==> src/rtl/prbs_bit_gen.sv <==
// prbs_bit_gen
// ------------
// Serial test-pattern source for the TX bit path. It produces PRBS7, PRBS15
// or PRBS31 from a loadable Fibonacci LFSR, or a 1010 clock pattern. One bit
// is emitted per enabled cycle. A single-bit error can be injected so that
// the RX-side checker and BER counters can be exercised.
//
// Ports
//   clk            system clock, rising edge
//   rstn           asynchronous active-low reset
//   en             advance the generator and emit one valid bit this cycle
//   mode[1:0]      00 PRBS7, 01 PRBS15, 10 PRBS31, 11 alternating 1010;
//                  sampled only when seed_load is high
//   seed_load      load seed and mode, clear counters (wins over en)
//   seed[30:0]     LFSR seed; only the low N bits of the new mode matter
//   err_inject     request inversion of the next emitted bit
//   data_out       pattern bit (registered)
//   data_out_valid data_out is valid this cycle
//   bit_count      valid bits since reset or last seed_load; wraps
//   err_count      injected errors emitted; saturates at all-ones
module prbs_bit_gen #(
  parameter logic [30:0] SEED_DEFAULT = 31'h7FFF_FFFF,
  parameter int unsigned ERR_CNT_W    = 16
) (
  input  logic                 clk,
  input  logic                 rstn,
  input  logic                 en,
  input  logic [1:0]           mode,
  input  logic                 seed_load,
  input  logic [30:0]          seed,
  input  logic                 err_inject,
  output logic                 data_out,
  output logic                 data_out_valid,
  output logic [31:0]          bit_count,
  output logic [ERR_CNT_W-1:0] err_count
);

  localparam logic [1:0] MODE_PRBS7  = 2'b00;
  localparam logic [1:0] MODE_PRBS15 = 2'b01;
  localparam logic [1:0] MODE_PRBS31 = 2'b10;
  localparam logic [1:0] MODE_ALT    = 2'b11;

  // Mask of the LFSR bits that take part in a given mode. The alternating
  // mode uses no LFSR bits, so its mask is empty. That empty mask freezes
  // the register and also disables lock-up avoidance on load.
  function automatic logic [30:0] len_mask(input logic [1:0] m);
    logic [30:0] r;
    case (m)
      MODE_PRBS7:  r = 31'h0000_007F;
      MODE_PRBS15: r = 31'h0000_7FFF;
      MODE_PRBS31: r = 31'h7FFF_FFFF;
      default:     r = 31'h0000_0000;
    endcase
    return r;
  endfunction

  // State
  logic [1:0]           mode_reg;
  logic [30:0]          lfsr_reg;
  logic                 alt_reg;
  logic                 pend_reg;
  logic                 data_out_reg;
  logic                 valid_reg;
  logic [31:0]          bit_count_reg;
  logic [ERR_CNT_W-1:0] err_count_reg;

  // Combinational helpers
  logic [30:0] active_mask;
  logic [30:0] load_mask;
  logic [30:0] lfsr_step;
  logic [30:0] lfsr_load;
  logic        fb;
  logic        pattern_bit;
  logic        inj;
  logic        seed_zero;
  logic        err_sat;

  assign active_mask = len_mask(mode_reg);
  assign load_mask   = len_mask(mode);

  // Feedback taps of the currently active polynomial.
  always_comb begin
    fb = 1'b0;
    case (mode_reg)
      MODE_PRBS7:  fb = lfsr_reg[6]  ^ lfsr_reg[5];
      MODE_PRBS15: fb = lfsr_reg[14] ^ lfsr_reg[13];
      MODE_PRBS31: fb = lfsr_reg[30] ^ lfsr_reg[27];
      default:     fb = 1'b0;
    endcase
  end

  // Per-bit next state for a step. Bits inside the active length shift up
  // by one position, and bit 0 takes the feedback. Bits above the active
  // length hold their value, so a later mode switch still sees the
  // untouched upper seed bits.
  genvar gi;
  generate
    for (gi = 0; gi < 31; gi++) begin : g_lfsr_bit
      if (gi == 0) begin : g_lsb
        assign lfsr_step[gi] = active_mask[gi] ? fb : lfsr_reg[gi];
      end else begin : g_upper
        assign lfsr_step[gi] = active_mask[gi] ? lfsr_reg[gi-1] : lfsr_reg[gi];
      end
    end
  endgenerate

  // An all-zero seed would lock the LFSR at zero forever. In that case the
  // active bits are forced to ones, and the upper bits still come from the
  // seed.
  assign seed_zero = ((seed & load_mask) == 31'd0) && (mode != MODE_ALT);
  assign lfsr_load = seed_zero ? (seed | load_mask) : seed;

  assign pattern_bit = (mode_reg == MODE_ALT) ? alt_reg : fb;

  // A pending request from an idle cycle combines with a live request. Both
  // therefore collapse into a single inversion on the next step.
  assign inj     = err_inject | pend_reg;
  assign err_sat = &err_count_reg;

  always_ff @(posedge clk or negedge rstn) begin
    if (!rstn) begin
      mode_reg      <= MODE_PRBS7;
      lfsr_reg      <= SEED_DEFAULT;
      alt_reg       <= 1'b1;
      pend_reg      <= 1'b0;
      data_out_reg  <= 1'b0;
      valid_reg     <= 1'b0;
      bit_count_reg <= 32'd0;
      err_count_reg <= '0;
    end else if (seed_load) begin
      // A load takes precedence over en. An error request arriving on the
      // same cycle is dropped together with the cleared pending flag.
      mode_reg      <= mode;
      lfsr_reg      <= lfsr_load;
      alt_reg       <= 1'b1;
      pend_reg      <= 1'b0;
      valid_reg     <= 1'b0;
      bit_count_reg <= 32'd0;
      err_count_reg <= '0;
    end else if (en) begin
      lfsr_reg      <= lfsr_step;
      if (mode_reg == MODE_ALT) begin
        alt_reg <= ~alt_reg;
      end
      data_out_reg  <= pattern_bit ^ inj;
      valid_reg     <= 1'b1;
      bit_count_reg <= bit_count_reg + 32'd1;
      pend_reg      <= 1'b0;
      if (inj && !err_sat) begin
        err_count_reg <= err_count_reg + ERR_CNT_W'(1);
      end
    end else begin
      // Idle cycle: data_out keeps its last value. Any error request is
      // remembered until the next step.
      valid_reg <= 1'b0;
      if (err_inject) begin
        pend_reg <= 1'b1;
      end
    end
  end

  assign data_out       = data_out_reg;
  assign data_out_valid = valid_reg;
  assign bit_count      = bit_count_reg;
  assign err_count      = err_count_reg;

endmodule

==> config.mk <==
export PLATFORM = sky130hd
export DESIGN_NAME = prbs_bit_gen
export DESIGN_NICKNAME = d
export VERILOG_FILES = /design/src/rtl/prbs_bit_gen.sv
export SDC_FILE = /design/constraint.sdc
export NUM_CORES = 1
export LEC_CHECK = 0
export BUFFER_PORTS_ARGS = -buffer_cell sky130_fd_sc_hd__buf_2
export CORE_UTILIZATION = 55
export DETAILED_ROUTE_END_ITERATION = 6
export GPL_TIMING_DRIVEN = 1
export PLACE_DENSITY_LB_ADDON = 0.05
export SLEW_MARGIN = 40
export SYNTH_ARGS = -nofsm -noshare
export SYNTH_HDL_FRONTEND = slang
export SYNTH_SLANG_ARGS = --single-unit
export TNS_END_PERCENT = 10
==> constraint.sdc <==
create_clock -name clk -period 2.3 [get_ports clk]
set_input_delay 0.23 -clock clk [delete_from_list [all_inputs] [get_ports clk]]
set_output_delay 0.23 -clock clk [all_outputs]
set_load 0.005 [all_outputs]
==> results of run 1 <==
-- cell families (layout without fill, tap and decap cells) --
| family | Yosys count | after routing |
|---|---|---|
| xor+xnor | 44 | 44 |
| compound gates | 99 | 99 |
| simple gates | 185 | 185 |
| buf+inv | 46 | 136 |
| mux | 4 | 4 |
| flops | 85 | 85 |
| fa+ha+maj | 9 | 9 |
-- through the flow --
step	hold slack, ps	instances
after floorplan	-65.6	472
after global placement	297	647
after detailed placement	301	647
after CTS	80.7	664
after global routing	97.3	664
final	95.8	664
-- power groups by stage --
stage                     logic, mW  clock network, mW  registers, mW
after floorplan               0.237                  0           1.70
after global placement        0.372                  0           1.71
after detailed placement      0.382                  0           1.71
after CTS                     0.386               1.00           1.68
after global routing          0.428               1.07           1.69
final                         0.380              0.975           1.68
-- worst min-delay path, delay by kind of cell --
kind                   cells  cell delay [ps]
buffers and inverters      2              140
AOI/OAI and AO/OA          1               60
-- area by class of cell --
cell class	instances	area share (%)
flip-flops and latches	85	41.4
multi-input cells	341	41.0
repair buffers	98	10.2
clock buffers	12	2.96
well taps	102	2.44
inverters	22	1.58
clock inverters	4	0.430
-- synthesized netlist by cell type (all sizes together) --
cell	n	area, um2
o2111ai	2	17.5
a31oi	17	106
o21ba	1	10.0
a2bb2oi	15	131
or4b	1	10.0
or3	3	18.8
a211oi	14	105
buf	3	27.5
nor4	16	115
or2	1	6.26
nor3	10	50.1
mux2	1	11.3
o31ai	2	15.0
nand2	37	141
a21o	1	7.51
mux2i	3	30.0
and3	16	100
ha	9	113
xor2	26	228
dfrtp	53	1330
xnor2	18	158
clkbuf	21	78.8
and2	4	25.0
and4	3	26.3
nor2b	8	50.1
o21bai	1	7.51
a211o	1	8.76
a311oi	1	8.76
nand4	14	93.8
nand3	17	90.1
a22oi	1	7.51
o21ai	28	144
o211ai	2	15.0
nor2	51	191
dfstp	32	841
or4	4	33.8
o31a	1	8.76
a21boi	1	7.51
a21oi	10	50.1
o21a	1	7.51
inv	22	82.6
-- per-layer routing --
layer | wire length [um] | vias up | track usage (%)
met5 | 0 | - | 0
met3 | 341 | 17 | 3.61
met1 | 4580 | 1832 | 31.3
met4 | 185 | 0 | 10.7
li1 | - | 1853 | -
met2 | 4690 | 85 | 41.4
-- what timing repair did --
action	CTS	global route
hold endpoints to repair	53	0
hold buffers	1	0
resized for setup	0	0
-- worst max path at each step --
stage	to	cells after the start	startpoint	slack, ps
finish	err_count[13]$_DFFE_PN0P_	6	err_count[1]$_DFFE_PN0P_	260
detailed placement	lfsr_reg[18]$_DFFE_PN1P_	7	mode[0]	160
global route	err_count[11]$_DFFE_PN0P_	6	err_count[0]$_DFFE_PN0P_	100
global placement	lfsr_reg[20]$_DFFE_PN1P_	7	mode[0]	290
floorplan	err_count[15]$_DFFE_PN0P_	6	err_count[0]$_DFFE_PN0P_	480
CTS	err_count[15]$_DFFE_PN0P_	6	err_count[0]$_DFFE_PN0P_	270
-- layout by cell type (no fill, tap or decap), drive strengths merged, types with 2 or more instances in the layout --
cell type,netlist,layout
dfrtp,53,53
clkinv,0,3
mux2i,3,3
buf,3,97
inv,22,22
a31oi,17,17
and2,4,4
nand3,17,17
nor3,10,10
and3,16,16
xnor2,18,18
a2bb2oi,15,15
or4,4,4
nor2b,8,8
nand2,37,37
and4,3,3
o211ai,2,2
o31ai,2,2
a21oi,10,10
ha,9,9
dfstp,32,32
o2111ai,2,2
o21ai,28,28
nor4,16,16
or3,3,3
clkbuf,21,12
xor2,26,26
a211oi,14,14
nor2,51,51
nand4,14,14
==> results.toml, run 1 <==
[route]
wl_mm = 9.79
drc = 0
route.detailed.wl_per_inst_um = 14.8
num_vias = 3787
first_pass_iters = 4
drt_iter0_drc = 134
drtAntennaViolNets = 0
viasPerCell = 5.70

[power]
power_mw = 3.04
vdd_drop_max_v = 0.000437
p_leak_nw = 2.42
clkPwrFrac_pct = 32.1
p_sw_share_pct = 26.3
pwr-share-comb_pct = 12.5
p_seq_share_pct = 55.4
p_int_mw = 2.24
p_switching_mw = 0.799
powerDensity_mw_per_mm2 = 580

[die]
io_pins = 88
start_util_pct = 57.7
fp.dieW_um = 92.5
fp-row-count = 32
die_height_um = 92.5
core_mm2 = 0.00781
die-area_mm2 = 0.00856

[logic_synthesis]
synth_nets = 519
synthCells = 472
netlist_area_mm2 = 0.00451
syn_avg_cell_area_um2 = 9.55
synthAdderAreaFrac_pct = 2.50
synth-warning-count = 0
synth_mux_area_share_pct = 0.916
yosysSeqAreaShare_pct = 48.1
synth_xor_area_share_pct = 8.55
synth.distinct_cells = 50
synth_seq_cells = 85
synth_top_family_by_area = "simple AND/OR/NAND/NOR gates"
yosys.area_share.simple_pct = 21.1
synth_compound_area_share_pct = 14.6

[placement]
dpl.hpwl_mm = 6.85
io_buffers = 87
place_area_mm2 = 0.00505
finalWeightedCongestion = 0.811
pre_cts_slack_ps = 162

[layout]
largest_reg_flops = 32
diodes = 0
fin_area_mm2 = 0.00524
multiInputGateArea_mm2 = 0.00215
postLayoutCoreUtil_pct = 67.1
syn2layout_area_growth_pct = 16.3
drive_above_1_share_pct = 27.2
final_nets = 604
seqCellArea_mm2 = 0.00217
fill_cells = 666

[setup_path]
endpoint_kind = "register"
crit_arrival_ps = 2270
path_cells = "ha_1 -> nand3_1 -> or4_4 -> o21ai_1 -> or4_1 -> a21oi_1"
cp_slowest_cell = "or4_4"
crit_fanout = 11
start_kind = "register"
cp_slowest_stage_delay_ps = 500
reg2reg_to = "err_count[13]$_DFFE_PN0P_"
rrSetupSlack_ps = 260
r2r-start = "err_count[1]$_DFFE_PN0P_"
cpLargestDelayFamily = "simple AND/OR/NAND/NOR gates"
reg2regPathDepth = 6
critPathKind = "reg -> reg"
crit_required_ps = 2530
critical_path_buf_inv_count = 0

[flow_run]
cap_violations = 0

[hold_path]
hold_class = "in -> reg"
min_from = "seed[10]"
hold_depth = 3
hold_path_end = "lfsr_reg[10]$_DFFE_PN1P_"

[grt]
grt_max_degree = 86
antenna_found_initial = 0
grt_overflow = 0
grt_use_total_pct = 24.5
grt_pass1_vias = 3764
grt_pass1_wl_mm = 16.7

[cts]
clock_path_buffers = 2
clk_pin_slew_ps = 80
cts_sinks = 85
clock_latency_ps = 360
cts_htree_levels = 3
cts_buffers = 9
cts_tree = "done"
cts_setup_buffers = 0
cts-root-buf = "clkbuf_8"

[sta]
rsz0062_at_grt = "no"
setup_violations = 0
max_freq_mhz = 490
fin_tns_setup_ps = 0
slew_viol_final = 0
fin_worst_skew_ps = 11.4
post-route-period-util_pct = 88.8
layout_setup_ws_ps = 257
period_minus_slack_ps = 2040
relSlewSlack_pct = 63.6
worst_slew_pin_slew_ps = 546
final_hold_viol_count = 0

[status]
outcome = "finished clean"
No activity file was read; power rests on OpenSTA's default activity.
==> run 2: changes to the inputs <==
Settings changed: ABC_AREA from default to 1, CTS_CLUSTER_SIZE from default to 16.
==> run 2 against run 1 <==
Against the previous run:
- die area is 15% higher
- first-iteration DRC count is 40% higher
- clock power is 6% higher
- global-route usage is 1.2 points higher
- critical path type unchanged
- critical endpoint is now err_count[0]$_DFFE_PN0P_
==> results.toml, run 2 <==
[status]
outcome = "finished clean"

[logic_synthesis]
synth.distinct_cells = 36
synth_nets = 813
synth_common_cells = "261 x nand2_1, 168 x nor2_1, 60 x inv_1, 60 x nand3_1, 53 x dfrtp_1"
synth_seq_cells = 85
ys.flop_type = "dfrtp_1"
synth_edf_count = 0
syn_avg_cell_area_um2 = 6.77
synthCells = 766
synth_top_cell_by_area = "dfrtp_1"
netlist_area_mm2 = 0.00519
synth_area_leaders = "dfrtp_1 26%, nand2_1 19%, dfstp_2 16%, nor2_1 12%, nand3_1 5.8%"
synthMostInstantiatedCell = "nand2_1"
synthArstFlopShare_pct = 100
synth_top_area_share_pct = 25.6
synth-warning-count = 0
yosysSeqAreaShare_pct = 41.8

[setup_path]
endpoint_kind = "register"
crit_arrival_ps = 2010
reg2regPathDepth = 8
rrSetupSlack_ps = 530
critPathKind = "reg -> reg"
crit_cells = 8
cpLargestDelayFamily = "simple AND/OR/NAND/NOR gates"
critical_path_buf_inv_count = 1
start_kind = "register"
crit_required_ps = 2550
crit_fanout = 17
cp_slowest_cell = "dfrtp_1"
path_cells = "ha_1 -> nand2_2 -> nor3_4 -> nand4_2 -> nand2_4 -> inv_4 -> nand3b_1 -> nand2_1"
cp_slowest_stage_delay_ps = 430

[layout]
syn2layout_area_growth_pct = 14.6
fill_cells = 839
final_common_cell = "nand2_1"
drive_above_1_share_pct = 19.1
final_cell_count_no_fill = 966
final_nets = 897
diodes = 0
final_cell_mix = "261 x nand2_1, 168 x nor2_1, 86 x buf_2, 60 x inv_1, 60 x nand3_1"
largest_reg_flops = 32

[die]
start_util_pct = 56.4
die-area_mm2 = 0.00982
core_mm2 = 0.00920
fp-row-count = 35
fp.dieW_um = 99.1
io_pins = 88
die_height_um = 99.1

[sta]
period_minus_slack_ps = 1770
fin_tns_setup_ps = 0
fin_worst_skew_ps = 15.1
post-route-period-util_pct = 76.8
max_freq_mhz = 566
final_hold_viol_count = 0
slew_viol_final = 0
rsz0062_at_grt = "no"
setup_violations = 0
worst_slew_pin_slew_ps = 629
relSlewSlack_pct = 58.0

[flow_run]
cap_violations = 0

[power]
p_leak_nw = 3.09
power_mw = 3.20
powerDensity_mw_per_mm2 = 538
vdd_drop_max_v = 0.000283

[route]
route.detailed.wl_per_inst_um = 12.4
wl_mm = 12.0
viasPerCell = 5.18
drtAntennaViolNets = 0
num_vias = 5007
drc = 0
drt_iter0_drc = 188
first_pass_iters = 5

[cts]
cts_buffers = 9
cts-root-buf = "clkbuf_8"
cts_sinks = 85
clock_latency_ps = 350
cts_htree_levels = 3
clk_pin_slew_ps = 90
clock_path_buffers = 2
cts-resized-gates = 0
cts_tree = "done"

[grt]
antenna_found_initial = 0
grt_overflow = 0
grt_max_degree = 45
grt_pass1_vias = 4575
grt_use_total_pct = 25.7
grt_pass1_wl_mm = 20.4

[placement]
dpl.hpwl_mm = 8.71
finalWeightedCongestion = 0.901
dp_cells = 949
io_buffers = 87

[hold_path]
hold_class = "in -> reg"
hold_depth = 3
run 2: cell count changes after synthesis, sizes merged, moves of 13 or more:
cell,change
nand2,+228
nor2,+123
and3,-16
xor2,-14
nor4,-16
a2bb2oi,-14
xnor2,-17
inv,+41
nand3,+44
a31oi,-17
a21oi,+16
o21ai,-13
run 2: per-stage QoR:
step           hold slack (ps)  utilization [%]  cell area, um2  setup slack, ps
2_1_floorplan            -65.6                -            5190              720
3_3_place_gp               146             62.4            5740              464
3_5_place_dp               147             62.5            5740              514
4_1_cts                    144             64.6            5940              527
5_1_grt                    171             64.6            5940              407
6_report                   158             64.6            5940              534
run 2: power by group:
| part | internal [mW] | switching, mW |
|---|---|---|
| clock network | 0.440 | 0.587 |
| logic | 0.164 | 0.284 |
| registers | 1.66 | 0.0649 |
| total | 2.26 | 0.935 |
run 2: cell families after synthesis:
family,synth area share [%]
XOR/XNOR,2.20
buffers and inverters,6.83
flip-flops,41.8
adder cells (fa/ha/maj),2.17
AND/OR/NAND/NOR,42.3
AO/OA/AOI/OAI,4.73
run 2: timing repair:
item,4_1_cts,5_1_grt
hold buffers,1,0
hold endpoints to repair,12,0
buffers inserted,0,0
run 2: routing by layer:
layer  GRT usage, %  wire, um  share of wire [%]  vias up
li1               -         -                  -     2558
met1           33.9      5580                 47     2310
met2           43.7      5650                 47      126
met3           4.43       574                4.8       13
met4           7.81       172                1.4        0
met5              0         0                  0        -
run 2: worst register-to-register path: cells and delay by family, from the launching register on:
family / cells / cell delay [ps]
buffers and inverters: 1 / 130
and+or+nand+nor: 6 / 870
adders and majority gates: 1 / 250
DFF: 1 / 430
run 2: layout make-up:
type / count / area, um2 / area share (%)
multi-input combinational: 595 / 2680 / 45.0
sequential: 85 / 2170 / 36.5
timing repair buffer: 96 / 533 / 8.97
inverter: 63 / 239 / 4.02
tap: 111 / 139 / 2.34
clock buffer: 10 / 138 / 2.32
clock inverter: 6 / 51.3 / 0.863
run 2: path summary, 6_finish.rpt:
kind | endpoint | startpoint
min reg2reg | lfsr_reg[22]$_DFFE_PN1P_ | lfsr_reg[22]$_DFFE_PN1P_
max reg2reg | err_count[0]$_DFFE_PN0P_ | err_count[0]$_DFFE_PN0P_
max | err_count[0]$_DFFE_PN0P_ | err_count[0]$_DFFE_PN0P_
max in group asynchronous | lfsr_reg[12]$_DFFE_PN1P_ | rstn
min in group asynchronous | bit_count[19]$_DFFE_PN0N_ | rstn
min | mode_reg[1]$_DFFE_PN0P_ | mode[1]
==> run 3: changes to the inputs <==
Settings changed: CORE_UTILIZATION 55 to 51.
Clock period 2.3 ns to 1.6 ns, I/O delays scaled along.
==> run 3 against run 2 <==
Against the previous run:
- first-iteration DRC count shrank 5.9%
- core utilization shrank 0.37 points
- clock power grew 65%
- global-route usage shrank 1.4 points
- hold slack lost 100 ps
- register-to-register slack lost 450 ps
- maximum frequency grew 17%
- clock-buffer cell count grew 1
- largest power group unchanged
==> results.toml, run 3 (synthesized netlist as in run 2, its figures left out) <==
[power]
power_mw = 4.86
p_seq_share_pct = 50.9
vdd_drop_max_v = 0.000449
p_switching_mw = 1.29
clkPwrFrac_pct = 35.0
p_sw_share_pct = 26.6
pwr-share-comb_pct = 14.1
powerDensity_mw_per_mm2 = 770
p_int_mw = 3.57
p_leak_nw = 3.27

[setup_path]
cpMostUsedCell = "nand2_1"
crit_required_ps = 1890
cpLargestDelayFamily = "simple AND/OR/NAND/NOR gates"
start_kind = "register"
cp_slowest_cell = "dfrtp_1"
crit_fanout = 8
critPathKind = "reg -> reg"
path_cells = "nand2_1 -> inv_1 -> nand2_1 -> nor2_2 -> nand2_2 -> nor2_4 -> nand3_1 -> nand2_1 -> inv_1 -> nor2_1"
cp_slowest_stage_delay_ps = 400
crit_arrival_ps = 1810
critical_path_buf_inv_count = 2
endpoint_kind = "register"

[grt]
antenna_found_initial = 0
grt_max_degree = 50
grt_pass1_vias = 4502
grt_pass1_wl_mm = 20.3
grt_use_total_pct = 24.3
grt_overflow = 0

[cts]
cts-root-buf = "clkbuf_8"
clock_latency_ps = 360
clock_path_buffers = 2
cts_sinks = 85
cts_buffers = 9
cts_htree_levels = 3
clk_pin_slew_ps = 90
cts_tree = "done"

[sta]
period_minus_slack_ps = 1510
fin_worst_skew_ps = 11.5
max_freq_mhz = 661
rsz0062_at_grt = "yes"
fin_tns_setup_ps = 0
setup_violations = 0
worst_slew_pin_slew_ps = 405
holdWs_ps = 56.9
final_hold_viol_count = 0
relSlewSlack_pct = 73.0
post-route-period-util_pct = 94.5
slew_viol_final = 0

[route]
viasPerCell = 4.97
drtAntennaViolNets = 0
route.detailed.wl_per_inst_um = 12.1
first_pass_iters = 5
drt_iter0_drc = 177
drc = 0
num_vias = 5051
wl_mm = 12.3

[die]
die-area_mm2 = 0.0106
fp.dieW_um = 103
fp-row-count = 36
start_util_pct = 52.8
die_height_um = 103
core_mm2 = 0.00982
io_pins = 88

[placement]
finalWeightedCongestion = 0.853
io_buffers = 87
dp_cells = 994
dpl.hpwl_mm = 8.95

[layout]
syn2layout_area_growth_pct = 21.7
multiInputGateArea_mm2 = 0.00272
final_cell_count_no_fill = 1017
final_nets = 926
drive_above_1_share_pct = 23.3
largest_reg_flops = 32
final_common_cell = "nand2_1"
fill_cells = 917
diodes = 0
seqCellArea_mm2 = 0.00217
postLayoutCoreUtil_pct = 64.3
final_cell_mix = "258 x nand2_1, 161 x nor2_1, 86 x buf_2, 59 x inv_1, 57 x nand3_1"

[flow_run]
cap_violations = 0

[hold_path]
hold_class = "in -> reg"

[status]
outcome = "finished clean"
run 3: cell types whose count changed in the layout (fill, tap and decap cells not counted), moves of 3 or more:
cell / before / now
nand3_2: 1 / 4
nor2_2: 3 / 9
buf_12: 2 / 6
buf_4: 7 / 32
inv_6: 4 / 0
nand2_1: 261 / 258
nor2_1: 168 / 161
nand3_1: 60 / 57
nand2_2: 3 / 6
run 3: timing repair:
item / CTS / global route
hold endpoints to repair: 19 / 0
gates resized for setup: 0 / 19
hold buffers: 1 / 0
buffers inserted: 0 / 6
endpoints found under the setup margin: 0 / 27
run 3: area by class of cell:
| class | instances | area share [%] |
|---|---|---|
| clock inverter | 5 | 1.17 |
| tap | 133 | 2.64 |
| sequential | 85 | 34.4 |
| timing repair buffer | 125 | 12.7 |
| clock buffer | 11 | 2.24 |
| inverter | 63 | 3.79 |
| multi-input combinational | 595 | 43.1 |
run 3: worst reg2reg max path: stages, from the launching register on:
cell and delay, ps:
dfrtp_1 400, nand2_1 120, inv_1 90, nand2_1 70
nor2_2 180, nand2_2 90, nor2_4 210, nand3_1 90
nand2_1 80, inv_1 40, nor2_1 90
run 3: routing by layer:
layer  global-route usage (%)  share of wire (%)
met1                     33.4                 48
met2                     40.4                 47
met3                     2.71                3.7
met4                     7.48                1.3
met5                        0                  0
run 3: power by group through the flow:
stage               Combinational (mW)  Clock (mW)  Sequential (mW)
global placement                 0.668           0             2.50
detailed placement               0.685           0             2.51
finish                           0.687        1.70             2.47
global route                     0.799        1.81             2.49
floorplan                        0.430           0             2.49
CTS                              0.690        1.73             2.47
run 3: path summary, 6_finish.rpt:
| path | start | to | slack, ps | cells after the start |
|---|---|---|---|---|
| worst max-delay path | bit_count[8]$_DFFE_PN0N_ | bit_count[27]$_DFFE_PN0N_ | 90 | 10 |
| worst min-delay path | mode[1] | mode_reg[1]$_DFFE_PN0P_ | 60 | 3 |
| worst max register to register | bit_count[8]$_DFFE_PN0N_ | bit_count[27]$_DFFE_PN0N_ | 90 | 10 |
| worst min register to register | lfsr_reg[3]$_DFFE_PN1P_ | lfsr_reg[3]$_DFFE_PN1P_ | 470 | 2 |
| max in group asynchronous | rstn | lfsr_reg[7]$_DFFE_PN1P_ | 720 | 3 |
| min in group asynchronous | rstn | bit_count[16]$_DFFE_PN0N_ | 270 | 2 |
run 3: stage by stage:
stage	cell area (um2)	setup WS [ps]
4_1_cts	6210	45.2
2_1_floorplan	5190	20.4
3_3_place_gp	5990	81.0
3_5_place_dp	5990	-8.20
6_report	6310	88.0
5_1_grt	6310	-52.5
